===== src/rtl/serial_subtractor_pkg.sv =====
// Shared state encoding and counter sizing for the bit-serial subtractor.
package serial_subtractor_pkg;

    localparam logic [1:0] ST_IDLE  = 2'd0;
    localparam logic [1:0] ST_SHIFT = 2'd1;
    localparam logic [1:0] ST_DONE  = 2'd2;

    // Bits needed to count 0..w-1; never narrower than one bit.
    function automatic int unsigned cnt_width(input int unsigned w);
        return (w < 2) ? 1 : $clog2(w);
    endfunction

endpackage


===== src/rtl/full_subtractor.sv =====
// One-bit full-subtractor cell: diff = a - b - bin, bout set on borrow.
module full_subtractor (
    input  logic a,
    input  logic b,
    input  logic bin,
    output logic diff,
    output logic bout
);

    assign diff = a ^ b ^ bin;
    assign bout = (~a & b) | (~a & bin) | (b & bin);

endmodule


===== src/rtl/serial_subtractor.sv =====
// Bit-serial WIDTH-bit subtractor (a - b - bin), LSB first, valid/ready on both sides.
// Define SERIAL_SUBTRACTOR_OVF_EN to add the signed-overflow output ovf.
module serial_subtractor
    import serial_subtractor_pkg::*;
#(
    parameter int unsigned WIDTH = 8
) (
    input  logic             clk,
    input  logic             rst,
    input  logic             in_valid,
    output logic             in_ready,
    input  logic [WIDTH-1:0] a,
    input  logic [WIDTH-1:0] b,
    input  logic             bin,
    output logic             out_valid,
    input  logic             out_ready,
    output logic [WIDTH-1:0] diff,
    output logic             bout
`ifdef SERIAL_SUBTRACTOR_OVF_EN
    ,
    output logic             ovf
`endif
);

    localparam int unsigned CW = cnt_width(WIDTH);
    localparam logic [CW-1:0] CNT_LAST = CW'(WIDTH - 1);

    logic [1:0]       state_q, state_d;
    logic [WIDTH-1:0] a_q, a_d;
    logic [WIDTH-1:0] b_q, b_d;
    logic [WIDTH-1:0] res_q, res_d;
    logic             brw_q, brw_d;
    logic [CW-1:0]    cnt_q, cnt_d;
    logic             cell_diff, cell_bout;

    full_subtractor u_cell (
        .a    (a_q[0]),
        .b    (b_q[0]),
        .bin  (brw_q),
        .diff (cell_diff),
        .bout (cell_bout)
    );

    always_comb begin
        state_d = state_q;
        a_d     = a_q;
        b_d     = b_q;
        res_d   = res_q;
        brw_d   = brw_q;
        cnt_d   = cnt_q;
        case (state_q)
            ST_IDLE: begin
                if (in_valid) begin
                    a_d     = a;
                    b_d     = b;
                    brw_d   = bin;
                    cnt_d   = '0;
                    state_d = ST_SHIFT;
                end
            end
            ST_SHIFT: begin
                a_d   = {1'b0, a_q[WIDTH-1:1]};
                b_d   = {1'b0, b_q[WIDTH-1:1]};
                res_d = {cell_diff, res_q[WIDTH-1:1]};
                brw_d = cell_bout;
                // Counter parks at the last index instead of wrapping.
                if (cnt_q == CNT_LAST) begin
                    state_d = ST_DONE;
                end else begin
                    cnt_d = cnt_q + CW'(1);
                end
            end
            ST_DONE: begin
                if (out_ready) begin
                    state_d = ST_IDLE;
                end
            end
            default: state_d = ST_IDLE;
        endcase
    end

    always_ff @(posedge clk) begin
        if (rst) begin
            state_q <= ST_IDLE;
            a_q     <= '0;
            b_q     <= '0;
            res_q   <= '0;
            brw_q   <= 1'b0;
            cnt_q   <= '0;
        end else begin
            state_q <= state_d;
            a_q     <= a_d;
            b_q     <= b_d;
            res_q   <= res_d;
            brw_q   <= brw_d;
            cnt_q   <= cnt_d;
        end
    end

    assign in_ready  = (state_q == ST_IDLE);
    assign out_valid = (state_q == ST_DONE);
    assign diff      = out_valid ? res_q : '0;
    assign bout      = out_valid & brw_q;

`ifdef SERIAL_SUBTRACTOR_OVF_EN
    logic a_msb_q, b_msb_q;

    always_ff @(posedge clk) begin
        if (rst) begin
            a_msb_q <= 1'b0;
            b_msb_q <= 1'b0;
        end else if (state_q == ST_IDLE && in_valid) begin
            a_msb_q <= a[WIDTH-1];
            b_msb_q <= b[WIDTH-1];
        end
    end

    assign ovf = out_valid & (a_msb_q ^ b_msb_q) & (res_q[WIDTH-1] ^ a_msb_q);
`endif

endmodule

===== config.mk =====
export PLATFORM = sky130hd
export DESIGN_NAME = serial_subtractor
export DESIGN_NICKNAME = d
export VERILOG_FILES = /design/src/rtl/serial_subtractor_pkg.sv /design/src/rtl/full_subtractor.sv /design/src/rtl/serial_subtractor.sv
export SDC_FILE = /design/constraint.sdc
export NUM_CORES = 1
export LEC_CHECK = 0
export BUFFER_PORTS_ARGS = -buffer_cell sky130_fd_sc_hd__buf_4
export CAP_MARGIN = 20
export CORE_UTILIZATION = 40
export CTS_CLUSTER_SIZE = 16
export DETAILED_ROUTE_END_ITERATION = 12
export SLEW_MARGIN = 20
export SYNTH_ARGS = -nofsm -noshare
export SYNTH_HDL_FRONTEND = slang
export SYNTH_SLANG_ARGS = --single-unit

===== constraint.sdc =====
create_clock -name clk -period 1.65 [get_ports clk]
set_input_delay 0.165 -clock clk [delete_from_list [all_inputs] [get_ports clk]]
set_output_delay 0.165 -clock clk [all_outputs]
set_load 0.005 [all_outputs]

======== Yosys cells after proc, flatten, opt, wreduce, memory -nomap -nowiden ========
Cells that the tools add are included.
cells by class
  add/sub/neg operators ................... 1
  divide/modulo/power cells ............... 0
  bitwise logic cells ..................... 9
  multiplexer cells ....................... 14
  reductions and logical operators ........ 5
  magnitude comparators ................... 0
  multipliers ............................. 0
  eq/ne operators ......................... 7
  shifts and indexed selects .............. 0
operators with widths
  cell                                           count
  case mux 8 bit (2 select lines)                2
  2-to-1 mux 8 bit                               3
  2-to-1 mux 2 bit                               3
  2-to-1 mux 3 bit                               2
  != test 2 bit, second input constant           3
  case mux 2 bit (3 select lines)                1
  case mux 3 bit (2 select lines)                1
  AND reduction 3 bit                            2
  AND 1 bit                                      4
  adder 3 x 1 -> 3 bit, second input constant    1
  == test 3 bit, second input constant           1
  == test 2 x 1 -> 1 bit, second input constant  1
  == test 2 bit, second input constant           1
  zero test 2 bit                                1
  != test 2 x 1 -> 1 bit, second input constant  1
  bitwise OR 1 bit                               2
  case mux 1 bit (2 select lines)                1
  AND reduction 2 bit                            1
  nonzero test 2 bit                             1
  XOR 1 bit                                      2
  2-to-1 mux 1 bit                               1
  NOT 1 bit                                      1
storage, ports and cells
  word-level logic and storage cells ...... 42
  bits in writable memories ............... 0
  output and inout bits ................... 11
  latch bits .............................. 0
  input port bits ......................... 21
  register bits ........................... 30
  bits in read-only memories .............. 0
  memories kept ........................... 0

======== Longest topological paths before layout ========
Gate-level depths: netlist of the first run.
  depth after elaboration ................. 5
  gate-level depth with buffers ........... 5
  gate-level depth less buffers ........... 5

======== By module ========
From an unflattened synthesis of the first run, not the netlist that was laid out.
second synthesis, totals
  cells, all modules ...................... 155
  area total of the unflattened synthesis .. 1,525.2 sq um
by module, submodules not included
  module             sequential area each (sq um)  instances  area an instance (sq um)  cells each
  serial_subtractor  600.6                         1          1,497.7                   152
  full_subtractor    0.0                           1          27.5                      3

======== Worst setup path before layout of the first run ========
Ideal clock, no wire load.
  kind .................................... register to register
  start ................................... register cnt_q[0]
  end ..................................... register cnt_q[0]
  cell stages (with the launch flop) ...... 6
  arrival ................................. 1.139 ns
  library setup time ...................... 0.073 ns
  buffers on the path ..................... 0
  period minus slack after synthesis ...... 1.212 ns
  data required time ...................... 1.577 ns
  slack ................................... 0.438 ns
  path through ............................ dfxtp_1 ha_1 ha_1 nor4b_1 a31oi_1 a21oi_1
between the ends
  longest elaborated chain between the ends .. 3
  elaborated cells between the ends (all ways) .. 6
  those cells by class .................... add/sub (1); eq/ne (2); mux (2); reduce/logical (1)
ends and longest elaborated chain
  what                                                                           line                                              RTL
  from (decl)                                                                    serial_subtractor.sv:33                           logic [CW-1:0] cnt_q, cnt_d;
  from (signal assigned)                                                         serial_subtractor.sv:96                           cnt_q <= cnt_d;
  adder 3 x 1 -> 3 bit / == test 3 bit (equally long branches)                   serial_subtractor.sv:70, serial_subtractor.sv:67
  2-to-1 mux 3 bit / != test 2 bit (equally long branches)                       n/a
  case mux 3 bit (2 select lines) / AND reduction 3 bit (equally long branches)  n/a
Several ways; a longest one is shown, not always the timed one. The select of a mux whose other input is x is not followed.
A chain may end at the register's enable or synchronous reset.

======== Worst setup path in the final report of the first run ========
  start ................................... register state_q[1]
  end ..................................... output port diff[5]
between the ends
  longest elaborated chain between the ends .. 2
ends and longest elaborated chain
  what                    line                      RTL
  from (decl)             serial_subtractor.sv:28   logic [1:0] state_q, state_d;
  from (signal assigned)  serial_subtractor.sv:91   state_q <= state_d;
  == test 2 bit           serial_subtractor.sv:101  assign out_valid = (state_q == ST_DONE);
  2-to-1 mux 8 bit        serial_subtractor.sv:102  assign diff = out_valid ? res_q : '0;
  to (decl)               serial_subtractor.sv:17   output logic [WIDTH-1:0] diff,
Every way passes these cells.

==> impl_results.md, run 1 <==
* Layout cell share with drive strength beyond 1 at 40.2%
* Core occupancy in the finished layout at 50.3%
* Headroom to the max-slew limit at 73.1%
* Final critical delay including setup and external delays at 1500 ps
* Max-capacitance violation count at 0
* Area share of the largest cell type after synthesis at 39.6%
* Per-cell via count in the routed design at 4.87
* Die height at 63.6 um
* Asr flop ratio synth at 0%
* Outcome: finished, final reports clean
* Instance count of the mapped netlist at 152
* Number of clock sinks at 30
* Maximum buffer depth of the clock tree at 2
* Highest achievable clock rate at 666 MHz
* Worst slack after detailed placement at 309 ps
* Worst-case register-to-register setup slack at 260 ps
* Critical-path top delay cell: dfxtp_1
* EDFF count, synth at 0
* Final Hold Viols at 0
* CTS tree: yes
* Maximum cell stage delay along the critical path at 480 ps
* Post-synthesis cell area at 1520 um2
* Standard cell core area at 3660 um2
* Family with the most delay on the worst path: flip-flops
* Most frequent CP cell: buf_4
* HPWL Detailed at 1.97 mm
* Critical path origin: state_q[1]
* Slew at the pin with the worst max-slew slack at 404 ps
* Required arrival time at the worst endpoint at 1480 ps
* Largest vdd supply drop at 0.000540 V
* Critical-path maximum fanout at 11
* Average routed wire per standard cell at 12.2 um
* Number of antenna diodes at 0
* Clock slew at reported path FFs at 60 ps
* Yosys Warn Count at 0
* Crit path kind: reg -> out
* Total power density per cell area at 892 nW/um2
* Number of vias in the routed layout at 1129
* Total buffers and inverters traversed by the critical path at 2
* Final setup slack of the worst path at 149 ps
* DRC violation count after routing at 0
* Cell Rows at 22
* Number of detailed-route iterations in the first pass at 4
* Final Max Tran Viols at 0
* Top cell type by total area after synthesis: dfxtp_1
* Final clock period utilization by the worst path at 90.9%
* Count of buffers added by post-CTS timing repair for setup at 0
* Leading cell types by count after synthesis: 30 x dfxtp_1, 17 x nand2_1, 16 x mux2i_1
* Worst-Skew Late Latency at 280 ps
* Distinct cell type count after synthesis at 27
* Startpoint type of the worst setup path: flip-flop
* Final setup violation count at 0
* Count of state elements after synthesis at 30
* Routability cong. at 0.716
* Floorplan die area at 4040 um2
* Net count, final at 207
* Class of the worst hold path: in -> reg
* Pin count of the biggest net entering global routing at 31
* Final global-route overflow total at 0
* Cell chain of the critical path: nor2b_1 -> buf_4 -> and2_1 -> buf_4
* Setup repair after global routing missed its margin: false
* Hold buffer count at CTS at 0
* Wire length of the first global-routing pass at 4.75 mm
* Count leader, synth: dfxtp_1
* Final TNS setup at 0 ps
* H-tree lvl count at 2
* Synthesized net count at 176
* Num CTS Buffers at 5
* Share of the yosys chip area belonging to registers at 39.6%
* Iteration-0 DRC Markers at 43
* Most used DFF post-synth: dfxtp_1
* Cell leakage power at 0.739 nW
* Worst Clk Skew at 6.09 ps
* WP data arrival at 1340 ps
* Horizontal extent of the die at 63.6 um
* Top-level I/O count at 32
* Via count of the first global-routing pass at 1113
* Root cell of the clock tree: clkbuf_8
* Number of resized instances in the post-cts repair step at 0
* Number of antenna violations at the first check in global routing at 0
* Detailed-route wire length at 2.84 mm
* DRT antenna net count at 0
* Cell types occupying the most area after synthesis: dfxtp_1 40%, a211oi_2 12%, mux2i_1 11%
* Hold path start: a[7]
* Signed area change from the synthesized netlist to the final layout at 21.4%
* Starting utilization of the core area at 41.5%
* Total global-route track usage at 15.5%
* Worst R2R Start: cnt_q[0]
* Count of buffers from port buffering at 31
* Average footprint of a synthesized cell at 9.98 um2
* Kind of capture point of the worst setup path: primary output
worst paths after layout:
kind         endpoint  depth (start not counted)
max           diff[5]                          4
min            a_q[7]                          3
max reg2reg  cnt_q[0]                          5
min reg2reg  res_q[0]                          2
metal layers:
| metal | up-vias | part of all wire [%] | global-route usage, % |
|---|---|---|---|
| met2 | 33 | 49 | 27.7 |
| li1 | 585 | - | - |
| met4 | 0 | 1.2 | 5.97 |
| met5 | - | 0 | 0 |
| met3 | 4 | 4.7 | 5.62 |
| met1 | 507 | 45 | 16.3 |
registers in the layout (all words and copies together) (netlist names):
signal and count:
b_q 8, res_q 8, cnt_q 3, a_q 8
state_q 2, brw_q 1
worst register-to-register path: stages (launching register included):
cell	delay (ps)
dfxtp_1	340
ha_1	220
ha_1	260
nor4b_1	280
a31oi_1	80
a21oi_1	140
power by group:
group / internal (mW) / leakage [nW] / switching, mW
Combinational: 0.123 / 0.444 / 0.120
Clock: 0.336 / 0.0482 / 0.262
Sequential: 0.770 / 0.247 / 0.0340
Total: 1.23 / 0.739 / 0.417
cells by family after synthesis:
group | after synthesis | share of synthesized area, %
AOI/OAI and AO/OA | 32 | 20.0
adders and majority gates | 3 | 2.97
buffers and inverters | 15 | 7.91
DFF | 30 | 39.6
muxes | 16 | 10.6
and+or+nand+nor | 56 | 19.0
final cells by class:
class	instances	area [um2]
fillers	350	1820
multi-input cells	107	797
flip-flops and latches	30	601
repair buffers	36	283
clock buffers	7	86.3
well taps	48	60.1
inverters	3	11.3
clock inverters	1	5.00
placed cells by master (no fill, tap or decap), drive strengths merged:
| cell type | Yosys | routed |
|---|---|---|
| a211oi | 16 | 16 |
| a21oi | 8 | 8 |
| a22oi | 1 | 1 |
| a31oi | 3 | 3 |
| a32oi | 2 | 2 |
| and2 | 9 | 9 |
| buf | 9 | 36 |
| clkbuf | 3 | 7 |
| clkinv | 0 | 1 |
| dfxtp | 30 | 30 |
| fa | 1 | 1 |
| ha | 2 | 2 |
| inv | 3 | 3 |
| mux2i | 16 | 16 |
| nand2 | 17 | 17 |
| nand2b | 1 | 1 |
| nand3 | 4 | 4 |
| nor2 | 21 | 21 |
| nor2b | 2 | 2 |
| nor3 | 1 | 1 |
| nor4b | 1 | 1 |
| o21ba | 1 | 1 |
| o21bai | 1 | 1 |
metrics by stage:
step	std cells	power, mW	hold WS [ps]	area (um2)
after floorplan	152	1.01	331	1520
after CTS	232	1.68	135	1840
after global placement	224	1.06	431	1750
after detailed placement	224	1.07	433	1750
final	232	1.64	140	1840
after global routing	232	1.74	170	1840
No activity file was read; power rests on OpenSTA's default activity.
==> run 2, diff against run 1 <==
Settings changed: REMOVE_ABC_BUFFERS set to 1.
==> run 2 against run 1 <==
Against the previous run: critical path depth up 1; sequential power about the same; register-to-register slack gained 60 ps; first-iteration DRC count is the same; final cell count rose by 0.43%; utilization up 0.10 points; via count rose by 1.8%; combinational power rose by 2%; sequential share of layout area about the same; largest cell class unchanged; highest routed layer unchanged.
==> impl_results.md, run 2 (same netlist as run 1, synthesis figures left out) <==
* Hold path start: a[7]
* WP data arrival at 1340 ps
* Placed Cells incl. Taps at 226
* Pin count of the biggest net entering global routing at 31
* Top-level I/O count at 32
* CTS tree: yes
* Number of standard cells in the layout, taps in and fillers out at 233
* Floorplan die area at 4040 um2
* Cell area after placement at 1770 um2
* Detailed-route wire length at 2.73 mm
* Iteration-0 DRC Markers at 43
* Final cell area excluding filler cells at 1850 um2
* Wire length of the first global-routing pass at 4.93 mm
* Required arrival time at the worst endpoint at 1480 ps
* Number of antenna violations at the first check in global routing at 0
* Number of clock sinks at 30
* Count of buffers from port buffering at 31
* Cell leakage power at 0.739 nW
* DRT antenna net count at 0
* Clock slew at reported path FFs at 60 ps
* Final setup violation count at 0
* Hold buffer count at CTS at 0
* Setup repair after global routing missed its margin: false
* Class of the worst hold path: in -> reg
* Highest achievable clock rate at 663 MHz
* Worst hold slack after final layout at 155 ps
* Standard cell core area at 3660 um2
* Number of detailed-route iterations in the first pass at 4
* Signed area change from the synthesized netlist to the final layout at 21.7%
* Per-cell via count in the routed design at 4.93
* DRC violation count after routing at 0
* Average routed wire per standard cell at 11.7 um
* Final clock period utilization by the worst path at 91.4%
* Worst R2R Start: cnt_q[0]
* Largest vdd supply drop at 0.000430 V
* Kind of capture point of the worst setup path: primary output
* HPWL Detailed at 1.97 mm
* Number of vias in the routed layout at 1149
* Largest registers ranked by flip-flop count: a_q x8, b_q x8, res_q x8
* Fill count at 359
* Slew at the pin with the worst max-slew slack at 437 ps
* Commonest non-fill, non-tap cell in the layout: buf_4
* Routability cong. at 0.703
* Power Total at 1.59 mW
* Final setup slack of the worst path at 141 ps
* Maximum buffer depth of the clock tree at 2
* Root cell of the clock tree: clkbuf_8
* Cell Rows at 22
* Worst Clk Skew at 4.49 ps
* Starting utilization of the core area at 41.5%
* Final Hold Viols at 0
* Final Max Tran Viols at 0
* Top library cells by usage in the layout, fill and taps aside: 37 x buf_4, 29 x dfxtp_1, 17 x nand2_1
* Number of resized instances in the post-cts repair step at 0
* Die height at 63.6 um
* Final global-route overflow total at 0
* Horizontal extent of the die at 63.6 um
* Num CTS Buffers at 5
* Layout cell share with drive strength beyond 1 at 41.1%
* Worst slack after detailed placement at 325 ps
* Via count of the first global-routing pass at 1064
* Crit path kind: reg -> out
* Worst-Skew Late Latency at 280 ps
* Number of antenna diodes at 0
* Max-capacitance violation count at 0
* Critical path origin: state_q[0]
* H-tree lvl count at 2
* Final critical delay including setup and external delays at 1510 ps
* Count of buffers added by post-CTS timing repair for setup at 0
* Outcome: finished, final reports clean
* Critical-path maximum fanout at 9
* Net count, final at 209
* Headroom to the max-slew limit at 70.8%
* Startpoint type of the worst setup path: flip-flop
* Total global-route track usage at 15.8%
* Total power density per cell area at 860 nW/um2
run 2: cell count changes in the layout (fill, tap and decap cells not counted), sizes merged:
cell / before / now
buf: 36 / 38
clkinv: 1 / 0
run 2: where the power goes:
group	switching (mW)	total, mW	internal, mW
sequential	0.0320	0.802	0.770
combinational	0.123	0.249	0.127
clock	0.248	0.537	0.289
total	0.403	1.59	1.19
run 2: layer usage:
layer	wire length [um]	vias up	GRT usage, %
li1	-	589	-
met1	1210	526	18.1
met2	1330	30	26.6
met3	157	4	5.98
met4	30	0	5.11
met5	0	-	0
run 2: final timing paths:
| kind | end | slack [ps] | cells after the start |
|---|---|---|---|
| worst min register to register | res_q[0] | 450 | 2 |
| worst max-delay path | diff[0] | 140 | 5 |
| worst min-delay path | a_q[7] | 160 | 3 |
| worst max register to register | cnt_q[0] | 320 | 5 |
run 2: cell type report:
type / count / area, um2 / area share (%)
clock buffers: 7 / 76.3 / 4.13
inverters: 3 / 11.3 / 0.610
multi-input cells: 107 / 800 / 43.3
flip-flops and latches: 30 / 602 / 32.6
well taps: 48 / 60.1 / 3.25
repair buffers: 38 / 298 / 16.1
run 2: through the flow:
stage          util (%)  TNS [ps]
5_1_grt            50.4         0
4_1_cts            50.3         0
2_1_floorplan         -     -3830
3_5_place_dp       48.3         0
3_3_place_gp       48.3         0
6_report           50.4         0
run 2: worst max-delay path: stages (launching register included):
cell,delay (ps)
dfxtp_1,390
buf_4,180
nor2b_2,60
buf_4,160
and2_1,150
buf_4,130
==> run 3, diff against run 2 <==
Settings changed: ABC_AREA set to 1.
==> run 3 against run 2 <==
Against the previous run: combinational power is 4% higher; highest routed layer unchanged; critical path depth stayed put; hold slack worse by 77 ps; final cell count is 36% higher; utilization is 3.4 points higher.
==> impl_results.md, run 3 <==
* Net Switching at 449 uW
* Kind of capture point of the worst setup path: primary output
* Most used DFF post-synth: dfxtp_1
* DRC violation count after routing at 0
* Worst slack after detailed placement at 265 ps
* Crit path kind: reg -> out
* Cell leakage power at 0.938 nW
* Net count, final at 294
* Top library cells by usage in the layout, fill and taps aside: 87 x nand2_1, 46 x nor2_1, 33 x buf_4
* Max-capacitance violation count at 0
* Instance count of the mapped netlist at 238
* Detailed-route wire length at 2.82 mm
* Synthesized-area fraction occupied by ao, oa, aoi and oai cells at 7.36%
* Placed Cells incl. Taps at 309
* EDFF count, synth at 0
* Final global-route overflow total at 0
* Required arrival time at the worst endpoint at 1480 ps
* Part of the power in registers at 48.2%
* Largest vdd supply drop at 0.000493 V
* Hold-critical path depth at 2
* Asr flop ratio synth at 0%
* HPWL Detailed at 1.83 mm
* CTS tree: yes
* Fill count at 383
* End of the worst register-to-register path: cnt_q[0]
* Slew at the pin with the worst max-slew slack at 429 ps
* Count of state elements after synthesis at 30
* Top-level I/O count at 32
* Number of antenna diodes at 0
* Final cell area excluding filler cells at 1850 um2
* Worst R2R Start: cnt_q[0]
* Switching Fraction at 26.8%
* Worst Clk Skew at 6.50 ps
* Outcome: finished, final reports clean
* Critical-path maximum fanout at 9
* Cell Rows at 21
* Yosys Warn Count at 0
* Headroom to the max-slew limit at 71.4%
* Number of vias in the routed layout at 1392
* Area share of and/or/nand/nor cells after synthesis at 37.6%
* Top cell type by total area after synthesis: dfxtp_1
* Reg2reg path depth at 6
* Arithmetic-cell share of the synthesized area counting full adders, half adders and majority gates at 3.05%
* Maximum buffer depth of the clock tree at 2
* Highest achievable clock rate at 694 MHz
* Iteration-0 DRC Markers at 37
* Number of clock sinks at 30
* Commonest non-fill, non-tap cell in the layout: nand2_1
* Total global-route track usage at 16.7%
* Area share of the largest cell type after synthesis at 40.6%
* Hold endpoint: a_q[7]
* Leading cell types by count after synthesis: 87 x nand2_1, 47 x nor2_1, 30 x dfxtp_1
* Number of antenna violations at the first check in global routing at 0
* Average footprint of a synthesized cell at 6.21 um2
* DRT antenna net count at 0
* Pin count of the biggest net entering global routing at 33
* Signed area change from the synthesized netlist to the final layout at 25.3%
* Class of the worst hold path: in -> reg
* Portion of netlist area occupied by mux cells at 0%
* Cell types occupying the most area after synthesis: dfxtp_1 41%, nand2_1 22%, nor2_1 12%
* Layout cell share with drive strength beyond 1 at 17.3%
* Setup repair after global routing missed its margin: false
* Number of detailed-route iterations in the first pass at 3
* XOR/XNOR Fraction of Synth Area at 0%
* Number of standard cells in the layout, taps in and fillers out at 317
* Num CTS Buffers at 5
* Wire length of the first global-routing pass at 5.13 mm
* Hold path start: rst
* Root cell of the clock tree: clkbuf_8
* Final critical delay including setup and external delays at 1440 ps
* Floorplan die area at 3940 um2
* Worst-Skew Late Latency at 280 ps
* WP data arrival at 1280 ps
* Largest registers ranked by flip-flop count: a_q x8, b_q x8, res_q x8
* Power Total at 1.68 mW
* Cell area after placement at 1760 um2
* Final setup violation count at 0
* Average routed wire per standard cell at 8.90 um
* Dominant combinational cell family by area after synthesis: simple AND/OR/NAND/NOR gates
* Total power density per cell area at 905 nW/um2
* Comb pwr share at 15.4%
* Via count of the first global-routing pass at 1222
* Core occupancy in the finished layout at 53.8%
* Distinct cell type count after synthesis at 17
* Worst hold slack after final layout at 78.6 ps
* Multi-input logic area at 713 um2
* Final Hold Viols at 0
* Die height at 62.8 um
* Final TNS setup at 0 ps
* Startpoint type of the worst setup path: flip-flop
* Per-cell via count in the routed design at 4.39
* Part of the total power dissipated in the clock network at 36.4%
* Starting utilization of the core area at 43.0%
* Count of buffers from port buffering at 31
* Clock slew at reported path FFs at 60 ps
* Worst-case register-to-register setup slack at 380 ps
* Internal power at 1.23 mW
* Final Max Tran Viols at 0
* Horizontal extent of the die at 62.8 um
* Hold buffer count at CTS at 0
* Sequential cell area at 602 um2
* Final setup slack of the worst path at 209 ps
* Count leader, synth: nand2_1
* Standard cell core area at 3440 um2
* H-tree lvl count at 2
* Post-synthesis cell area at 1480 um2
* Final clock period utilization by the worst path at 87.4%
* Share of the yosys chip area belonging to registers at 40.6%
* Routability cong. at 0.765
## run 3: cell count changes after synthesis, moves of 15 or more
cell	previous run	this run
a211oi_2	15	0
nor2_2	15	0
nor2_1	6	47
mux2i_1	16	0
nand2_1	17	87
inv_1	3	29
## run 3: how the worst max path moves through the flow
stage	slack [ps]	startpoint	end	cells after the start
6_report	210	state_q[1]	diff[7]	5
3_3_place_gp	310	state_q[1]	bout	5
5_1_grt	50	state_q[1]	diff[7]	5
3_5_place_dp	270	state_q[1]	diff[7]	5
2_1_floorplan	270	state_q[0]	a_q[0]	4
4_1_cts	50	state_q[1]	diff[7]	5
## run 3: metal layers
layer	share of wire, %	vias up	GRT usage (%)
met1	51	592	19.6
met2	44	25	26.2
met4	0.82	0	6.10
met5	0	-	0
met3	4.8	2	7.85
li1	-	773	-
## run 3: worst max-delay path, stage by stage (launching register included)
cell	delay, ps
dfxtp_2	370
inv_1	100
nor2_2	150
clkinv_2	140
nor2_1	120
buf_4	120
## run 3: cell families after synthesis
family                   count (synthesis)
AO/OA/AOI/OAI                           21
adder cells (fa/ha/maj)                  3
buffers and inverters                   41
flip-flops                              30
AND/OR/NAND/NOR                        143
## run 3: power by group through the flow
stage          combinational [mW]  sequential, mW  clock [mW]
2_1_floorplan               0.171           0.819           0
3_3_place_gp                0.261           0.824           0
3_5_place_dp                0.261           0.824           0
4_1_cts                     0.262           0.808       0.628
5_1_grt                     0.306           0.815       0.666
6_report                    0.258           0.808       0.610
## run 3: final cells by class
class                           count  share of cell area (%)
Inverter                           32                    6.55
Sequential cell                    30                    32.5
Clock inverter                      1                   0.270
Tap cell                           46                    3.11
Clock buffer                        7                    4.66
Multi-Input combinational cell    167                    38.5
Timing Repair Buffer               34                    14.4
## run 3: repair_timing
action	4_1_cts	5_1_grt
setup buffers	0	0
endpoints found under the hold margin	0	0
setup endpoints to repair	9	9
gates cloned	0	0
resized for setup	1	2
